[src/rtl/pixel_gen_pkg.sv]
// Shared types and constants for the pixel_gen RGB test-pattern source.
package pixel_gen_pkg;

    typedef logic [23:0] pixel_t;  // {R, G, B}

    typedef enum logic [1:0] {
        REG_BLUE   = 2'd0,
        REG_FRAMES = 2'd1,
        REG_ID     = 2'd2,
        REG_RSVD   = 2'd3
    } reg_idx_e;

    localparam logic [31:0] PIXEL_GEN_ID = 32'h5049_5847;
    localparam logic [3:0]  TKEEP_ALL    = 4'hF;

    function automatic pixel_t make_pixel(input logic [7:0] r, input logic [7:0] g,
                                          input logic [7:0] b);
        return {r, g, b};
    endfunction

endpackage

[src/rtl/pixel_gen_if.sv]
// Bus bundles for pixel_gen: AXI4-Stream video output and AXI4-Lite control port.
interface pixel_gen_axis_if;
    logic [31:0] tdata;
    logic [3:0]  tkeep;
    logic        tlast;
    logic        tuser;
    logic        tvalid;
    logic        tready;

    modport master (output tdata, tkeep, tlast, tuser, tvalid, input tready);
    modport slave  (input tdata, tkeep, tlast, tuser, tvalid, output tready);
endinterface

interface pixel_gen_axil_if;
    logic [7:0]  awaddr;
    logic        awvalid;
    logic        awready;
    logic [31:0] wdata;
    logic        wvalid;
    logic        wready;
    logic [1:0]  bresp;
    logic        bvalid;
    logic        bready;
    logic [7:0]  araddr;
    logic        arvalid;
    logic        arready;
    logic [31:0] rdata;
    logic [1:0]  rresp;
    logic        rvalid;
    logic        rready;

    modport master (output awaddr, awvalid, wdata, wvalid, bready, araddr, arvalid, rready,
                    input awready, wready, bresp, bvalid, arready, rdata, rresp, rvalid);
    modport slave  (input awaddr, awvalid, wdata, wvalid, bready, araddr, arvalid, rready,
                    output awready, wready, bresp, bvalid, arready, rdata, rresp, rvalid);
endinterface

[src/rtl/pixel_gen_axil_regs.sv]
// AXI4-Lite slave for pixel_gen; the BLUE/FRAMES/ID bank exists only with PIXEL_GEN_REGS_EN,
// otherwise handshakes complete identically with zero read data.
module pixel_gen_axil_regs
    import pixel_gen_pkg::*;
(
    input  logic             clk_i,
    input  logic             rst_ni,
    pixel_gen_axil_if.slave  axil,
    input  logic             frame_done_i,
    output logic [7:0]       blue_o
);

    logic        wr_fire, rd_fire;
    logic        bvalid_q, bvalid_d;
    logic        rvalid_q, rvalid_d;
    logic [31:0] rdata_q, rdata_d;
    logic [31:0] rd_value;

    // Ready is a single-cycle pulse: the pending response blocks a second accept.
    assign wr_fire = rst_ni && axil.awvalid && axil.wvalid && !bvalid_q;
    assign rd_fire = rst_ni && axil.arvalid && !rvalid_q;

    assign axil.awready = wr_fire;
    assign axil.wready  = wr_fire;
    assign axil.arready = rd_fire;
    assign axil.bvalid  = bvalid_q;
    assign axil.bresp   = 2'b00;
    assign axil.rvalid  = rvalid_q;
    assign axil.rdata   = rdata_q;
    assign axil.rresp   = 2'b00;

    always_comb begin
        bvalid_d = bvalid_q;
        rvalid_d = rvalid_q;
        rdata_d  = rdata_q;
        if (bvalid_q && axil.bready) bvalid_d = 1'b0;
        if (wr_fire)                 bvalid_d = 1'b1;
        if (rvalid_q && axil.rready) rvalid_d = 1'b0;
        if (rd_fire) begin
            rvalid_d = 1'b1;
            rdata_d  = rd_value;
        end
    end

    always_ff @(posedge clk_i) begin
        if (!rst_ni) begin
            bvalid_q <= 1'b0;
            rvalid_q <= 1'b0;
            rdata_q  <= '0;
        end else begin
            bvalid_q <= bvalid_d;
            rvalid_q <= rvalid_d;
            rdata_q  <= rdata_d;
        end
    end

`ifdef PIXEL_GEN_REGS_EN
    logic [31:0] blue_q, frames_q;
    reg_idx_e    wr_idx, rd_idx;
    logic        unused_ok;

    assign wr_idx = reg_idx_e'(axil.awaddr[3:2]);
    assign rd_idx = reg_idx_e'(axil.araddr[3:2]);

    always_comb begin
        rd_value = '0;
        case (rd_idx)
            REG_BLUE:   rd_value = blue_q;
            REG_FRAMES: rd_value = frames_q;
            REG_ID:     rd_value = PIXEL_GEN_ID;
            default:    rd_value = '0;
        endcase
    end

    always_ff @(posedge clk_i) begin
        if (!rst_ni) begin
            blue_q   <= '0;
            frames_q <= '0;
        end else begin
            if (wr_fire && (wr_idx == REG_BLUE)) blue_q <= axil.wdata;
            if (frame_done_i)                    frames_q <= frames_q + 32'd1;
        end
    end

    assign blue_o    = blue_q[7:0];
    assign unused_ok = ^{axil.awaddr[7:4], axil.awaddr[1:0], axil.araddr[7:4],
                         axil.araddr[1:0], blue_q[31:8]};
`else
    logic unused_ok;

    assign rd_value  = '0;
    assign blue_o    = '0;
    assign unused_ok = ^{frame_done_i, axil.awaddr, axil.araddr, axil.wdata};
`endif

endmodule

[src/rtl/pixel_gen.sv]
// RGB test-pattern source: packs 24-bit pixels into a 32-bit AXI4-Stream, AXI4-Lite control.
// Optional register bank enabled by defining PIXEL_GEN_REGS_EN.
module pixel_gen
    import pixel_gen_pkg::*;
#(
    parameter int unsigned X_PIXELS = 200,
    parameter int unsigned Y_LINES  = 200
) (
    input  logic              out_stream_aclk,
    input  logic              axi_resetn,
    pixel_gen_axis_if.master  out_stream,
    pixel_gen_axil_if.slave   s_axi_lite
);

    localparam int unsigned WORDS   = X_PIXELS * 3 / 4;
    localparam logic [15:0] LAST_WX = 16'(WORDS - 1);
    localparam logic [15:0] LAST_Y  = 16'(Y_LINES - 1);

    typedef enum logic [1:0] {PH_W0, PH_W1, PH_W2} phase_e;

    phase_e      phase_q, phase_d;
    logic [15:0] wx_q, wx_d, gx_q, gx_d, y_q, y_d;
    logic        tvalid_q, tuser_q, tuser_d, tlast_q, tlast_d;
    logic [31:0] tdata_q, tdata_d;
    logic [7:0]  blue_frame_q, blue_cur, blue_reg, r_base;
    logic        hs, load, frame_done;
    pixel_t      p0, p1, p2, p3;

    // Counters track the word currently presented; the output register is refilled
    // from the advanced counters whenever it is empty or being consumed.
    assign hs   = tvalid_q && out_stream.tready;
    assign load = !tvalid_q || out_stream.tready;

    always_comb begin
        phase_d    = phase_q;
        wx_d       = wx_q;
        gx_d       = gx_q;
        y_d        = y_q;
        frame_done = 1'b0;
        if (hs) begin
            if (wx_q == LAST_WX) begin
                wx_d    = '0;
                gx_d    = '0;
                phase_d = PH_W0;
                if (y_q == LAST_Y) begin
                    y_d        = '0;
                    frame_done = 1'b1;
                end else begin
                    y_d = y_q + 16'd1;
                end
            end else begin
                wx_d = wx_q + 16'd1;
                case (phase_q)
                    PH_W0:   phase_d = PH_W1;
                    PH_W1:   phase_d = PH_W2;
                    default: begin
                        phase_d = PH_W0;
                        gx_d    = gx_q + 16'd1;
                    end
                endcase
            end
        end
    end

    always_comb begin
        tuser_d  = (wx_d == '0) && (y_d == '0);
        tlast_d  = (wx_d == LAST_WX);
        // BLUE is captured with the SOF word and reused for the rest of the frame.
        blue_cur = tuser_d ? blue_reg : blue_frame_q;
        r_base   = 8'(gx_d << 2);
        p0       = make_pixel(r_base,         8'(y_d), blue_cur);
        p1       = make_pixel(r_base + 8'd1,  8'(y_d), blue_cur);
        p2       = make_pixel(r_base + 8'd2,  8'(y_d), blue_cur);
        p3       = make_pixel(r_base + 8'd3,  8'(y_d), blue_cur);
        case (phase_d)
            PH_W0:   tdata_d = {p1[7:0], p0};
            PH_W1:   tdata_d = {p2[15:0], p1[23:8]};
            default: tdata_d = {p3, p2[23:16]};
        endcase
    end

    always_ff @(posedge out_stream_aclk) begin
        if (!axi_resetn) begin
            phase_q      <= PH_W0;
            wx_q         <= '0;
            gx_q         <= '0;
            y_q          <= '0;
            tvalid_q     <= 1'b0;
            tdata_q      <= '0;
            tuser_q      <= 1'b0;
            tlast_q      <= 1'b0;
            blue_frame_q <= '0;
        end else begin
            phase_q <= phase_d;
            wx_q    <= wx_d;
            gx_q    <= gx_d;
            y_q     <= y_d;
            if (load) begin
                tvalid_q     <= 1'b1;
                tdata_q      <= tdata_d;
                tuser_q      <= tuser_d;
                tlast_q      <= tlast_d;
                blue_frame_q <= blue_cur;
            end
        end
    end

    assign out_stream.tdata  = tdata_q;
    assign out_stream.tkeep  = TKEEP_ALL;
    assign out_stream.tlast  = tlast_q;
    assign out_stream.tuser  = tuser_q;
    assign out_stream.tvalid = tvalid_q;

    pixel_gen_axil_regs u_regs (
        .clk_i        (out_stream_aclk),
        .rst_ni       (axi_resetn),
        .axil         (s_axi_lite),
        .frame_done_i (frame_done),
        .blue_o       (blue_reg)
    );

endmodule

[src/flat_wrapper.sv]
// flat-port wrapper written by rule: the top's interface ports become plain ports
module pixel_gen_flat import pixel_gen_pkg::*;
#(
    parameter int unsigned X_PIXELS = 200,
    parameter int unsigned Y_LINES  = 200
)
  (out_stream_aclk, axi_resetn, out_stream_tdata, out_stream_tkeep, out_stream_tlast, out_stream_tuser, out_stream_tvalid, out_stream_tready, s_axi_lite_awaddr, s_axi_lite_awvalid, s_axi_lite_wdata, s_axi_lite_wvalid, s_axi_lite_bready, s_axi_lite_araddr, s_axi_lite_arvalid, s_axi_lite_rready, s_axi_lite_awready, s_axi_lite_wready, s_axi_lite_bresp, s_axi_lite_bvalid, s_axi_lite_arready, s_axi_lite_rdata, s_axi_lite_rresp, s_axi_lite_rvalid);
  pixel_gen_axis_if out_stream_i ();
  pixel_gen_axil_if s_axi_lite_i ();
  input  logic out_stream_aclk;
  input  logic axi_resetn;
  output wire logic [$bits(out_stream_i.tdata)-1:0] out_stream_tdata;
  output wire logic [$bits(out_stream_i.tkeep)-1:0] out_stream_tkeep;
  output wire logic [$bits(out_stream_i.tlast)-1:0] out_stream_tlast;
  output wire logic [$bits(out_stream_i.tuser)-1:0] out_stream_tuser;
  output wire logic [$bits(out_stream_i.tvalid)-1:0] out_stream_tvalid;
  input wire logic [$bits(out_stream_i.tready)-1:0] out_stream_tready;
  input wire logic [$bits(s_axi_lite_i.awaddr)-1:0] s_axi_lite_awaddr;
  input wire logic [$bits(s_axi_lite_i.awvalid)-1:0] s_axi_lite_awvalid;
  input wire logic [$bits(s_axi_lite_i.wdata)-1:0] s_axi_lite_wdata;
  input wire logic [$bits(s_axi_lite_i.wvalid)-1:0] s_axi_lite_wvalid;
  input wire logic [$bits(s_axi_lite_i.bready)-1:0] s_axi_lite_bready;
  input wire logic [$bits(s_axi_lite_i.araddr)-1:0] s_axi_lite_araddr;
  input wire logic [$bits(s_axi_lite_i.arvalid)-1:0] s_axi_lite_arvalid;
  input wire logic [$bits(s_axi_lite_i.rready)-1:0] s_axi_lite_rready;
  output wire logic [$bits(s_axi_lite_i.awready)-1:0] s_axi_lite_awready;
  output wire logic [$bits(s_axi_lite_i.wready)-1:0] s_axi_lite_wready;
  output wire logic [$bits(s_axi_lite_i.bresp)-1:0] s_axi_lite_bresp;
  output wire logic [$bits(s_axi_lite_i.bvalid)-1:0] s_axi_lite_bvalid;
  output wire logic [$bits(s_axi_lite_i.arready)-1:0] s_axi_lite_arready;
  output wire logic [$bits(s_axi_lite_i.rdata)-1:0] s_axi_lite_rdata;
  output wire logic [$bits(s_axi_lite_i.rresp)-1:0] s_axi_lite_rresp;
  output wire logic [$bits(s_axi_lite_i.rvalid)-1:0] s_axi_lite_rvalid;
  assign out_stream_tdata = out_stream_i.tdata;
  assign out_stream_tkeep = out_stream_i.tkeep;
  assign out_stream_tlast = out_stream_i.tlast;
  assign out_stream_tuser = out_stream_i.tuser;
  assign out_stream_tvalid = out_stream_i.tvalid;
  assign out_stream_i.tready = out_stream_tready;
  assign s_axi_lite_i.awaddr = s_axi_lite_awaddr;
  assign s_axi_lite_i.awvalid = s_axi_lite_awvalid;
  assign s_axi_lite_i.wdata = s_axi_lite_wdata;
  assign s_axi_lite_i.wvalid = s_axi_lite_wvalid;
  assign s_axi_lite_i.bready = s_axi_lite_bready;
  assign s_axi_lite_i.araddr = s_axi_lite_araddr;
  assign s_axi_lite_i.arvalid = s_axi_lite_arvalid;
  assign s_axi_lite_i.rready = s_axi_lite_rready;
  assign s_axi_lite_awready = s_axi_lite_i.awready;
  assign s_axi_lite_wready = s_axi_lite_i.wready;
  assign s_axi_lite_bresp = s_axi_lite_i.bresp;
  assign s_axi_lite_bvalid = s_axi_lite_i.bvalid;
  assign s_axi_lite_arready = s_axi_lite_i.arready;
  assign s_axi_lite_rdata = s_axi_lite_i.rdata;
  assign s_axi_lite_rresp = s_axi_lite_i.rresp;
  assign s_axi_lite_rvalid = s_axi_lite_i.rvalid;
  pixel_gen #(.X_PIXELS(X_PIXELS), .Y_LINES(Y_LINES)) u_core (.out_stream_aclk(out_stream_aclk), .axi_resetn(axi_resetn), .out_stream(out_stream_i), .s_axi_lite(s_axi_lite_i));
endmodule
[config.mk]
export PLATFORM = sky130hd
export DESIGN_NAME = pixel_gen_flat
export DESIGN_NICKNAME = d
export VERILOG_FILES = /design/src/rtl/pixel_gen_pkg.sv /design/src/rtl/pixel_gen_if.sv /design/src/rtl/pixel_gen_axil_regs.sv /design/src/rtl/pixel_gen.sv /design/src/flat_wrapper.sv
export SDC_FILE = /design/constraint.sdc
export NUM_CORES = 1
export LEC_CHECK = 0
export CAP_MARGIN = 0
export CORE_ASPECT_RATIO = 1.1
export CORE_UTILIZATION = 45
export DETAILED_ROUTE_END_ITERATION = 8
export PLACE_DENSITY = 0.79
export SLEW_MARGIN = 20
export SYNTH_ARGS = -nofsm -noshare
export SYNTH_HDL_FRONTEND = slang
export SYNTH_HIERARCHICAL = 1
export SYNTH_SLANG_ARGS = --single-unit
[constraint.sdc]
create_clock -name out_stream_aclk -period 7.37 [get_ports out_stream_aclk]
set_clock_uncertainty 0.15 [all_clocks]
set_input_delay 2.211 -clock out_stream_aclk [delete_from_list [all_inputs] [get_ports out_stream_aclk]]
set_output_delay 2.211 -clock out_stream_aclk [all_outputs]
set_load 0.1 [all_outputs]
=== After elaboration in Yosys (flattened, before gate mapping) ===
Cells that the tools add are included.
Widths: inputs -> output; s select.

* Add/sub/neg operators: 6
* Equal/unequal tests: 6
* Multiplexer cells: 17
* Reduce and logical (&&, ||, !) cells: 21

{| class="wikitable"
|+ Operators with widths
! operator !! count
|-
| $mux 16 || 7
|-
| $pmux 32 s2 || 1
|-
| $add 16x1->16 const B || 3
|-
| $eq 16x8->1 const B || 3
|-
| $logic_not 16->1 || 2
|-
| $add 8x2->8 const B || 2
|-
| $logic_and 1x1->1 || 9
|-
| $add 8x1->8 const B || 1
|-
| $mux 8 || 1
|-
| $mux 6 || 1
|-
| $eq 2x1->1 const B || 2
|-
| $logic_not 2->1 || 2
|-
| $mux 1 || 4
|-
| $mux 2 || 2
|-
| $pmux 2 s2 || 1
|-
| $reduce_bool 2->1 || 2
|-
| $logic_not 1->1 || 3
|-
| $ne 2x1->1 const B || 1
|-
| $reduce_and 2->1 || 1
|-
| $reduce_or 2->1 || 1
|-
| $logic_or 1x1->1 || 1
|}

* Register bits: 95
* Logic and storage cells: 62

=== Depth between registers and ports, before layout ===
* Word-level depth: 8
* Gate-level depth with buffers: 14
* Depth with buffers taken out: 11

=== By module ===
Netlist, hierarchy kept.

{| class="wikitable"
|+ By module, submodules not included
! module !! instances !! cells an instance !! area each (um2)
|-
| pixel_gen || 1 || 512 || 4,332.9
|-
| pixel_gen_axil_regs || 1 || 55 || 424.2
|}

=== Worst setup path before layout ===
No wires, ideal clock.

* Path type: input port to output port
* From: input s_axi_lite_arvalid
* To: output s_axi_lite_arready
* Arrival: 3.509 ns
* Slack: 1.500 ns
* Cell stages on the path: 2
* Buffers on the path: 0
* Path through: nand2_1 -> nor2_1

* Longest elaborated chain between the ends: 2

{| class="wikitable"
|+ Ends and longest elaborated chain
! item !! RTL line !! RTL
|-
| start: declaration || flat_wrapper.sv:24 || <nowiki>input wire logic [$bits(s_axi_lite_i.arvalid)-1:0] s_axi_lite_arvalid;</nowiki>
|-
| $logic_and 1x1->1 (2 in a row) || pixel_gen_axil_regs.sv:21 || <nowiki>assign rd_fire = rst_ni && axil.arvalid && !rvalid_q;</nowiki>
|-
| end: declaration || flat_wrapper.sv:30 || <nowiki>output wire logic [$bits(s_axi_lite_i.arready)-1:0] s_axi_lite_arready;</nowiki>
|}

Every way passes these cells.

=== Worst setup path in the final report ===
* From: input out_stream_tready
* To: register u_core.tdata_q[12] (netlist: u_core/out_stream.tdata[12])

* Longest elaborated chain between the ends: 6
* Elaborated cells on any way between the ends: 14
* Classes of those cells: add/sub (1); eq/ne (1); mux (6); reduce/logical (6)

{| class="wikitable"
|+ Ends and longest elaborated chain
! item !! RTL line !! RTL
|-
| start: declaration || flat_wrapper.sv:17 || <nowiki>input wire logic [$bits(out_stream_i.tready)-1:0] out_stream_tready;</nowiki>
|-
| parallel branches: the longest is 6 deep, another holds $add 8x1->8 || n/a ||
|-
| end signal: assignment || pixel_gen.sv:100 || <nowiki>tdata_q <= tdata_d;</nowiki>
|-
| end: declaration || pixel_gen.sv:24 || <nowiki>logic [31:0] tdata_q, tdata_d;</nowiki>
|}

Parallel ways; which one is timed is not known.
A chain may end at the register's enable or synchronous reset.

==> reports/results.ini <==
[route]
avgViaCountPerCell = 5.67
postRouteAntennaNets = 0
drt-total-wl_um = 11300
drc = 0
first_pass_iters = 5
drtIter0Drc = 425
wl_per_cell_um = 15.6
vias = 4125

[global_routing]
antenna_found_initial = 0
grtUsageTotal_pct = 21.0
grt_max_degree = 61
gr-total-overflow = 0
grt_pass1_wl_um = 18100
grt_pass1_vias = 3842

[place]
place_area_mm2 = 0.00492
dp_hpwl_um = 8120
port_buffers = 47
place_congestion = 0.875
post-place-cells = 714

[floorplanning]
coreArea_mm2 = 0.0101
rows = 38
dieArea_mm2 = 0.0110
io_pins = 136
die_w_um = 100
start_util_pct = 47.2
die_h_um = 110

[worst_setup_path]
r2r_slack_ns = 3.41
cpMaxStageDelayCell = or2_0
cpPeakStageDelay_ns = 0.65
path_max_fanout = 18
endpoint_kind = register
critPathKind = input port to register
worstPathCellList = clkdlybuf4s50_1, nand2_1, or2_0, o21a_1, a21oi_1, nand4_2, nor3_2, buf_4, mux2i_1, o221ai_1
arrival_ns = 5.84
critical_path_required_ns = 7.46
startpoint_type = input port

[clocking]
cts.reportedPaths.clkPinSlew_ns = 0.08
clock-sinks = 78
cts_buffers = 9
cts_hold_buf = 0
cts_buffer_depth = 2
cts-resized-gates = 0
cts_tree = built
cts-root-buf = clkbuf_8
clkLatencyLatePin_ns = 0.37
cts_max_level = 3
post-cts-setup-buffers = 0

[timing]
max_slew.worst_pin.slew_ns = 1.00
fin_crit_sh_pct = 78.0
drv_slew = 0
setup_viol = 0
tns_ns = 0
fin_crit_ns = 5.75
fmax_mhz = 174
rsz0062_at_grt = no
finalHoldViolCount = 0
timing.slew.headroom_pct = 33.0

[power]
powerDensity_mw_per_mm2 = 213
peakVddDrop_mv = 0.152
power_leakage_nw = 1.91
power_mw = 1.09

[flow_run]
drv_cap = 0

[synth]
syn_inst = 566
yosys_warnings = 6
syn_area_per_cell_um2 = 8.40
syn_area_mm2 = 0.00475

[final_layout]
n_antenna_cell = 0
final_common_cell = dfxtp_1
nets = 645
finalInstanceArea_mm2 = 0.00513
final_cell_mix = 78 x dfxtp_1, 59 x nand2_1, 48 x conb_1
area_growth_pct = 8.03
stdcell_count = 728
drive_above_1_share_pct = 6.80

[worst_hold_path]
hp-class = register to register

[status]
status = completed

==> stage by stage <==
stage	utilization, %	setup slack (ns)	hold WS (ns)
after floorplan	-	1.50	0.288
after global placement	48.9	1.33	0.295
after detailed placement	48.9	1.30	0.301
after CTS	50.9	1.66	0.320
after global routing	50.9	1.39	0.344
final	50.9	1.62	0.319
==> cell type report <==
class / instances / area (um^2)
Timing Repair Buffer: 50 / 485
Inverter: 6 / 22.5
Sequential cell: 78 / 1560
Clock inverter: 4 / 72.6
Multi-Input combinational cell: 440 / 2680
Fill cell: 983 / 4940
Clock buffer: 10 / 138
Tap cell: 140 / 175
==> critical path: cells and delay by family <==
family          cells  cell delay (ns)
mux                 1             0.45
simple gates        4             1.36
compound gates      3             0.92
buf+inv             2             0.88
==> worst paths after layout <==
| path | cells after the start | endpoint | from |
|---|---|---|---|
| worst max-delay path | 10 | u_core/out_stream.tdata[12] | out_stream_tready |
| worst min-delay path | 2 | u_core/blue_frame_q[7] | u_core/blue_frame_q[7] |
| worst max register to register | 10 | u_core/out_stream.tdata[12] | u_core/wx_q[4] |
| worst min register to register | 2 | u_core/blue_frame_q[7] | u_core/blue_frame_q[7] |
==> state kept, by name (all words and copies together) (netlist names) <==
register                   flops
u_core/u_regs/axil.bvalid      1
u_core/y_q                    16
u_core/out_stream.tuser        1
u_core/out_stream.tvalid       1
u_core/phase_q                 2
u_core/out_stream.tlast        1
u_core/wx_q                   16
u_core/blue_frame_q            8
u_core/gx_q                    6
u_core/out_stream.tdata       25
u_core/u_regs/axil.rvalid      1
==> where the power goes <==
group	switching [mW]	total [mW]	internal, mW	leakage, nW
combinational	0.243	0.293	0.0492	1.17
clock	0.156	0.352	0.196	0.104
sequential	0.0113	0.448	0.436	0.634
==> routing by layer <==
metal  GRT usage, %  vias to the layer above  share of wire (%)
met5              0                        -                  0
met1           24.1                     1959                 40
met2           37.5                      182                 51
met3           4.39                       28                6.5
li1               -                     1956                  -
met4           9.94                        0                2.7
No activity file was read; power rests on OpenSTA's default activity.
